--- config.mk ---
export PLATFORM = sky130hd
export DESIGN_NAME = dmem_port_arbiter
export DESIGN_NICKNAME = d
export VERILOG_FILES = /design/src/rtl/dmem_port_arbiter.sv
export SDC_FILE = /design/constraint.sdc
export NUM_CORES = 1
export LEC_CHECK = 0
export CAP_MARGIN = 15
export CORE_AREA = 2 2 121 123
export DETAILED_ROUTE_END_ITERATION = 16
export DIE_AREA = 0 0 123 125
export GPL_ROUTABILITY_DRIVEN = 0
export PLACE_DENSITY = 0.72
export SLEW_MARGIN = 20
export SYNTH_ARGS = -nofsm -noshare
export SYNTH_HDL_FRONTEND = slang
export SYNTH_SLANG_ARGS = --single-unit
--- constraint.sdc ---
create_clock -name clk_i -period 3.3 [get_ports clk_i]
set_input_delay 0.33 -clock clk_i [delete_from_list [all_inputs] [get_ports clk_i]]
set_output_delay 0.33 -clock clk_i [all_outputs]
set_load 0.01 [all_outputs]
--- src/rtl/dmem_port_arbiter.sv ---
// Arbitrates the single data-memory port between the pipeline memory stage and
// the host/debug port. Core has priority; a bounded wait forces a one-cycle host grant.
module dmem_port_arbiter #(
  parameter int unsigned XLEN          = 32,
  parameter int unsigned HOST_MAX_WAIT = 4,
  parameter int unsigned CNT_W         = 16
) (
  input  logic             clk_i,
  input  logic             rstn_i,
  input  logic             core_req_i,
  input  logic             core_we_i,
  input  logic [XLEN-1:0]  core_addr_i,
  input  logic [XLEN-1:0]  core_wdata_i,
  output logic [XLEN-1:0]  core_rdata_o,
  output logic             core_stall_o,
  input  logic             host_req_i,
  input  logic             host_we_i,
  input  logic [XLEN-1:0]  host_addr_i,
  input  logic [XLEN-1:0]  host_wdata_i,
  output logic             host_gnt_o,
  output logic             host_rvalid_o,
  output logic [XLEN-1:0]  host_rdata_o,
  output logic [XLEN-1:0]  mem_addr_o,
  output logic [XLEN-1:0]  mem_wdata_o,
  output logic             mem_we_o,
  input  logic [XLEN-1:0]  mem_rdata_i,
  output logic [CNT_W-1:0] conflict_cnt_o
);

  localparam int unsigned WAIT_W = (HOST_MAX_WAIT == 0) ? 1 : $clog2(HOST_MAX_WAIT + 1);
  localparam logic [WAIT_W-1:0] WAIT_MAX = WAIT_W'(HOST_MAX_WAIT);

  typedef enum logic [1:0] {
    ST_IDLE,
    ST_WAIT,
    ST_RESP
  } state_t;

  state_t            state;
  logic [WAIT_W-1:0] wait_cnt;
  logic              host_sel;

  always_comb begin
    host_sel = host_req_i & (~core_req_i | (wait_cnt == WAIT_MAX));
  end

  always_comb begin
    host_gnt_o    = host_sel;
    core_stall_o  = host_sel & core_req_i;
    core_rdata_o  = mem_rdata_i;
    host_rvalid_o = (state == ST_RESP);
    if (host_sel) begin
      mem_addr_o  = host_addr_i;
      mem_wdata_o = host_wdata_i;
      mem_we_o    = host_we_i;
    end else begin
      mem_addr_o  = core_addr_i;
      mem_wdata_o = core_wdata_i;
      mem_we_o    = core_we_i & core_req_i;
    end
  end

  // wait_cnt only advances while the host is blocked, so it saturates at WAIT_MAX
  // by construction: reaching WAIT_MAX forces host_sel on the next request cycle.
  always_ff @(posedge clk_i or negedge rstn_i) begin
    if (!rstn_i) begin
      state          <= ST_IDLE;
      wait_cnt       <= '0;
      host_rdata_o   <= '0;
      conflict_cnt_o <= '0;
    end else begin
      wait_cnt <= (host_req_i & ~host_sel) ? wait_cnt + 1'b1 : '0;

      if (host_sel & ~host_we_i) begin
        state        <= ST_RESP;
        host_rdata_o <= mem_rdata_i;
      end else if (host_sel) begin
        state <= ST_IDLE;
      end else if (host_req_i) begin
        state <= ST_WAIT;
      end else begin
        state <= ST_IDLE;
      end

      if (core_req_i & host_req_i & ~(&conflict_cnt_o)) begin
        conflict_cnt_o <= conflict_cnt_o + 1'b1;
      end
    end
  end

endmodule

==> metrics.txt <==
global-route wire length before repair=19100 µm; Rows=44; initial DRC count=75; Net count, final=843; GRT Total Usage=approximately 16%; crit path max fanout=66; Placeable Area=14200 µm²; Post-route DRC=0; Rel. slew slack=46.7%; Setup WS post-layout=363 ps; Synth async-reset ratio=100%; Yosys reg bits=53; Initial DRT Pass Iterations=4; # diodes=0; Worst Hold Margin=134 ps; R2R depth=8; Via-to-Cell Ratio=4.24; Max Cap Viol=0; Die H=125 µm; post-synth top area share=41.2%; Mapped Cells=around 400; pwr dens=370 nW/µm²; Sink Count=53; Post-Syn Area=3220 µm²; Setup Buffers After CTS=0; Starting Density=roughly 23%; Place WS=~540 ps; Final Cycle Share=roughly nine tenths; clock root buffer=clkbuf_16; FMAX=0.341 GHz; clock latency on the worst-skew pair=280 ps; CP endpoint kind=output pin; Final Util=45.5%; Routed Antenna Nets=0; Yosys cell types=34; r2r endpoint=host_rdata_o[28]$_DFFE_PN0P_; Post-CTS Hold Buffers=0; share of cells above drive strength 1=7.86%; dpl cells=851; clock slew at reported path FFs=about 70 ps; Design Power=around 2.4 mW; WL final=about 13000 µm; RSZ-0062 raised after global routing=false; DIE AREA=15400 µm²; H-tree levels=2; dominant cell by count in the synthesized netlist=nand2_1; Slew Viols, Final=0; total CTS buffers=5; DP Area=6310 µm²; Mapped Nets=568; Post-synth top cells=nand2_1, dfrtp_1, mux2_2, buf_4, xor2_1; Boundary Pins=314; Fin Setup TNS=0 ps; Resized Gates After CTS=0; final setup fails=0; fin cells=roughly 860; Avg Inst Size Synth=between 8 and 9 µm²; initial antenna violation count=1; Final Hold Viols=0; ranking of synthesized cells by area=dfrtp_1, nand2_1, mux2_2; status=completed; largest area contributor in the netlist=dfrtp_1; DR vias=3634; Layout area overhead=101%; ys flop type=dfrtp_1; Die W=123 µm; CP required=2970 ps; worst reg2reg setup slack=940 ps; largest net degree at the start of global routing=67; Tmin final=2940 ps; fin area=about 6500 µm²; vias in the first global route=3490; CP Launch Point=wait_cnt[0]$_DFF_PN0_; Slew @ Worst Pin=about 800 ps; critical path class=flop to output pin; crit path to=mem_wdata_o[31]; total congestion overflow=0; Hold WC Path Type=input port to async pin; DR WL/cell=15.0 µm; Post-synth EDFFs=0; yosys warns=0; leakage=2.86 nW; FF-to-FF Start=wait_cnt[0]$_DFF_PN0_; CP Launch Type=flop; CTS tree=yes; clk buf depth=2; skew final=5.47 ps; Worst VDD drop=217 µV; CP Data Arrival Time=2610 ps; HPWL after DPL=10700 µm; Seq/Total Area, Yosys=41.2%; port bufs=around 310
cells by family (layout without fill, tap and decap cells):
group	after synthesis	after routing	share of synthesized area [%]
compound gates	10	10	2.26
xor+xnor	10	10	2.72
simple gates	234	234	30.0
fa+ha+maj	3	3	1.17
mux	35	35	12.4
buf+inv	54	329	10.2
flops	53	53	41.2
sequential cells by signal (all words and copies together), names as in the netlist:
register and cells:
conflict_cnt_o 16, host_rdata_o 32, state 2, wait_cnt 3
metal layers:
metal	vias up	global-route usage (%)	share of wire (%)
li1	1806	-	-
met1	1616	17.2	37
met2	194	30.0	51
met3	18	4.15	9.6
met4	0	5.35	2.5
met5	-	0	0
worst min path at each step:
| stage | start | endpoint | slack (ps) | cells past startpoint |
|---|---|---|---|---|
| 2_1_floorplan | rstn_i | conflict_cnt_o[0]$_DFFE_PN0P_ | 30 | 0 |
| 3_3_place_gp | wait_cnt[0]$_DFF_PN0_ | wait_cnt[0]$_DFF_PN0_ | 450 | 1 |
| 3_5_place_dp | wait_cnt[0]$_DFF_PN0_ | wait_cnt[0]$_DFF_PN0_ | 460 | 1 |
| 4_1_cts | rstn_i | conflict_cnt_o[11]$_DFFE_PN0P_ | 160 | 1 |
| 5_1_grt | rstn_i | conflict_cnt_o[5]$_DFFE_PN0P_ | 200 | 1 |
| 6_report | rstn_i | host_rdata_o[3]$_DFFE_PN0P_ | 130 | 1 |
critical path, stage by stage (launching register included):
cell	delay (ps)
dfrtp_1	370
inv_1	50
ha_1	190
nand2_1	140
a21bo_2	170
buf_4	520
nand2_1	140
nand2_1	120
clkdlybuf4s50_1	570
power breakdown:
part	switching, mW	internal [mW]
registers	0.0986	0.768
logic	0.374	0.638
clock network	0.211	0.297
cell type report:
cell class	count	area [µm²]
fillers	1402	7740
repair buffers	317	3170
multi-input cells	292	1570
flip-flops and latches	53	1330
well taps	184	230
clock buffers	6	139
inverters	5	18.8
clock inverters	1	7.51
cells in the final DEF (no fill, tap or decap), types with 4 or more instances in the layout:
cell and instances:
xor2_1 9, clkdlybuf4s50_1 312, nand2_1 200, mux2_2 34, clkbuf_16 5, nand3_1 7
nor2_1 4, dfrtp_1 53, inv_1 4, nor4_1 6
No activity file was read; power rests on OpenSTA's default activity.
==> RTL edit 1: new RTL, same settings <==
Put one more register stage on the output `conflict_cnt_o`, cleared by the reset. The value now appears one clock later. The other outputs are not delayed to match.
--- a/src/rtl/dmem_port_arbiter.sv
+++ b/src/rtl/dmem_port_arbiter.sv
@@ -36,6 +36,8 @@
     ST_RESP
   } state_t;
 
+  logic [CNT_W-1:0] conflict_cnt_s0;
+
   state_t            state;
   logic [WAIT_W-1:0] wait_cnt;
   logic              host_sel;
@@ -67,7 +69,7 @@
       state          <= ST_IDLE;
       wait_cnt       <= '0;
       host_rdata_o   <= '0;
-      conflict_cnt_o <= '0;
+      conflict_cnt_s0 <= '0;
     end else begin
       wait_cnt <= (host_req_i & ~host_sel) ? wait_cnt + 1'b1 : '0;
 
@@ -82,9 +84,17 @@
         state <= ST_IDLE;
       end
 
-      if (core_req_i & host_req_i & ~(&conflict_cnt_o)) begin
-        conflict_cnt_o <= conflict_cnt_o + 1'b1;
+      if (core_req_i & host_req_i & ~(&conflict_cnt_s0)) begin
+        conflict_cnt_s0 <= conflict_cnt_s0 + 1'b1;
       end
+    end
+  end
+
+  always_ff @(posedge clk_i or negedge rstn_i) begin
+    if (!rstn_i) begin
+      conflict_cnt_o <= '0;
+    end else begin
+      conflict_cnt_o <= conflict_cnt_s0;
     end
   end
 
Function: changed (a bounded check fails within 4 cycles, from zero or initial values and one cycle with rstn_i low).
==> RTL edit 1 against the original RTL <==
Global-route usage grew 0.83 points; cell area up 9.2%; setup slack worse by 0.0049 ns; power increased by 32%; area after synthesis up 12%; wire length up 6.1%; register-to-register slack better by 0.03 ns; sequential cell count grew 16; count of clock-buffer cells in the layout grew 4; non-clock buffer count grew 3; critical path type unchanged; critical endpoint is now mem_addr_o[5].
==> RTL edit 1: results <==
[clock_tree]
worstSkewPairLatency_ns = 0.32
cts_buffers = 9
htreeDepth = 3

[yosys]
ys_seq_elements = 69
netlist_instances = 417
synth.distinct_cells = 26
synth_compound_area_share_pct = 0.278
synthAdderAreaFrac_pct = 1.04
synth_xor_area_share_pct = 3.64
syn_nets = 586
yosysSeqAreaShare_pct = 47.9
yosys-top-cells-count = "201 x nand2_1, 69 x dfrtp_1, 34 x mux2_2, 32 x buf_4, 13 x xor2_1"
synth_area_leaders = "dfrtp_1 48%, nand2_1 21%, mux2_2 11%, buf_4 6.7%, xor2_1 3.2%"

[layout]
fill_cells = 1298
reg_top3 = "host_rdata_o x32, conflict_cnt_o x16, conflict_cnt_s0 x16"
area_growth_pct = 95.6
clk_share_pct = 4.72
buffers = 320
multi_input_cells = 293
nonClkBufAreaFrac_pct = 45.3
clkbuf_count = 10
seq_area_share_pct = 24.5
layout-drive-gt1-share_pct = 9.10

[placement]
dpl-instance-area_sq_mm = 0.00672
hpwl_um = 11100
dp_slack_ns = 0.493

[critical_path]
critPathMaxFanout = 55
critPathMaxStageDelay_ns = 0.54
r2r_cells = 8
r2r-end = "host_rdata_o[8]"
r2r_slack_ns = 0.97
crit_end = "mem_addr_o[5]"

[drt]
wl_met3_um = 1300
dr_wl_met2_um = 6420
num_vias = 3769
drt-total-wl_um = 13600
viasPerCell = 4.25

[sta]
hold_slack_ns = 0.0529
min_period_ns = 2.94
skew_ns = 0.00440
worstMarginPinSlew_ns = 0.702

[power_and_ir_drop]
p_leak_uw = 0.00316

[outcome]
outcome = "completed"

[grt]
met2_usage_pct = 27.7
met1_usage_pct = 21.3
antenna_found_initial = 0
==> RTL edit 1: cell types whose count changed after synthesis, moves of 2 or more <==
cell / unedited run / this run
o21ai_0: 2 / 0
and3_1: 2 / 0
nor2_1: 4 / 8
nor4_1: 6 / 3
and4_1: 0 / 2
dfrtp_1: 53 / 69
xor2_1: 9 / 13
nor3_1: 3 / 6
==> RTL edit 1: report_power, final <==
part           switching (uW)  internal [uW]  leakage (uW)
Combinational             375            631       0.00215
Sequential                111           1000      0.000849
Clock                     342            688      0.000160
==> RTL edit 1: how the worst min path moves through the flow <==
stage | start | to | depth (start not counted)
final | rstn_i | conflict_cnt_o[3] | 1
after global routing | rstn_i | conflict_cnt_o[8] | 1
after CTS | rstn_i | conflict_cnt_o[8] | 1
after detailed placement | rstn_i | conflict_cnt_o[3] | 1
after global placement | rstn_i | conflict_cnt_o[3] | 1
after floorplan | rstn_i | conflict_cnt_o[0] | 0
==> RTL edit 2: new RTL, same settings <==
Made on the original files. Change the parameter `HOST_MAX_WAIT` from 4 to 8.
--- a/src/rtl/dmem_port_arbiter.sv
+++ b/src/rtl/dmem_port_arbiter.sv
@@ -2,7 +2,7 @@
 // the host/debug port. Core has priority; a bounded wait forces a one-cycle host grant.
 module dmem_port_arbiter #(
   parameter int unsigned XLEN          = 32,
-  parameter int unsigned HOST_MAX_WAIT = 4,
+  parameter int unsigned HOST_MAX_WAIT = 8,
   parameter int unsigned CNT_W         = 16
 ) (
   input  logic             clk_i,
Function: changed (a bounded check fails within 10 cycles, from zero or initial values and one cycle with rstn_i low).
==> RTL edit 2 against the original RTL <==
The flow now finishes with violations (negative hold slack); largest cell class unchanged; via count shrank 13%; wire length shrank 5.9%; power grew 2.5%; setup slack gained 0.10 ns; area after synthesis grew 5.8%; sequential cell count grew 1; clock power grew 16%; cell area grew 2.7%; non-clock buffer count is the same.
==> RTL edit 2: results <==
[outcome]
violations = "negative hold slack"
outcome = "complete, but fails checks"

[drt]
viasPerCell = 4.30
m1WireLength_um = 4370
wl_met3_um = 1120
drt-total-wl_um = 12100

[critical_path]
crit_end = "mem_addr_o[20]"
r2r-end = "host_rdata_o[2]"
critPathMaxStageDelay_ns = 0.53
critPathMaxFanout = 55
r2r_slack_ns = 0.87
arrival_ns = 2.50

[power_and_ir_drop]
p_int_uw = 1810
p_leak_uw = 0.00263

[sta]
hold_slack_ns = -0.00905
hold_viol = 18
skew_ns = 0.00925
worst_slack_ns = 0.466
timing.slew.headroom_pct = 61.7

[grt]
met1_usage_pct = 16.2
grt_usage_pct = 14.9
grt_max_degree = 56
grt_pass1_wl_um = 17700

[layout]
layout-drive-gt1-share_pct = 20.6
fill_cells = 1287
reg_top3 = "host_rdata_o x32, conflict_cnt_o x16, wait_cnt x4"
nNetsFinal = 716

[yosys]
netlist_instances = 268
synth_area_leaders = "dfrtp_1 40%, mux2_2 22%, mux2_4 13%, buf_4 8.2%, xnor2_1 3.3%"
yosys-top-cells-count = "68 x mux2_2, 54 x dfrtp_1, 37 x buf_4, 29 x mux2_4, 13 x xnor2_1"
synth.distinct_cells = 25
muxShareOfSynthArea_pct = 35.3
yosysSeqAreaShare_pct = 39.7

[placement]
dp_slack_ns = 0.680
==> RTL edit 2: changes by cell type in the layout (fill, tap and decap cells not counted), moves of 2 or more <==
cell,before,now
xnor2_1,1,13
and2_1,1,3
nor2_1,4,7
and4_1,0,3
nand2_1,200,10
xor2_1,9,4
mux2_4,1,29
nand3_1,7,5
nor4_1,6,0
nand4_1,3,10
mux2_2,34,68
==> RTL edit 2: worst min path at each step <==
stage                              to  depth (start not counted)  slack [ns]    from
floorplan           conflict_cnt_o[0]                          0        0.03  rstn_i
global placement      host_rdata_o[6]                          1        0.31  rstn_i
detailed placement    host_rdata_o[6]                          1        0.32  rstn_i
CTS                 conflict_cnt_o[8]                          1       0.002  rstn_i
global route         host_rdata_o[31]                          1        0.03  rstn_i
finish              conflict_cnt_o[8]                          1      -0.009  rstn_i
==> RTL edit 2: cell families after synthesis <==
family	Yosys count
xor+xnor	17
compound gates	4
flops	54
fa+ha+maj	3
mux	97
simple gates	45
buf+inv	48
==> RTL edit 2: layout make-up <==
| type | instances | area (sq um) | share of cell area, % |
|---|---|---|---|
| Clock buffer | 6 | 129 | 1.94 |
| Multi-Input combinational cell | 166 | 1700 | 25.7 |
| Clock inverter | 2 | 37.5 | 0.566 |
| Tap cell | 184 | 230 | 3.47 |
| Sequential cell | 54 | 1350 | 20.4 |
| Antenna cell | 1 | 2.50 | 0.0377 |
| Timing Repair Buffer | 317 | 3170 | 47.8 |
| Inverter | 3 | 11.3 | 0.170 |
==> RTL edit 2: power by group through the flow <==
stage               Clock, uW  Sequential [uW]  Combinational, uW
global route              631              879               1060
finish                    587              863                997
global placement            0              871                999
floorplan                   0              915                340
CTS                       614              865               1010
detailed placement          0              877               1000
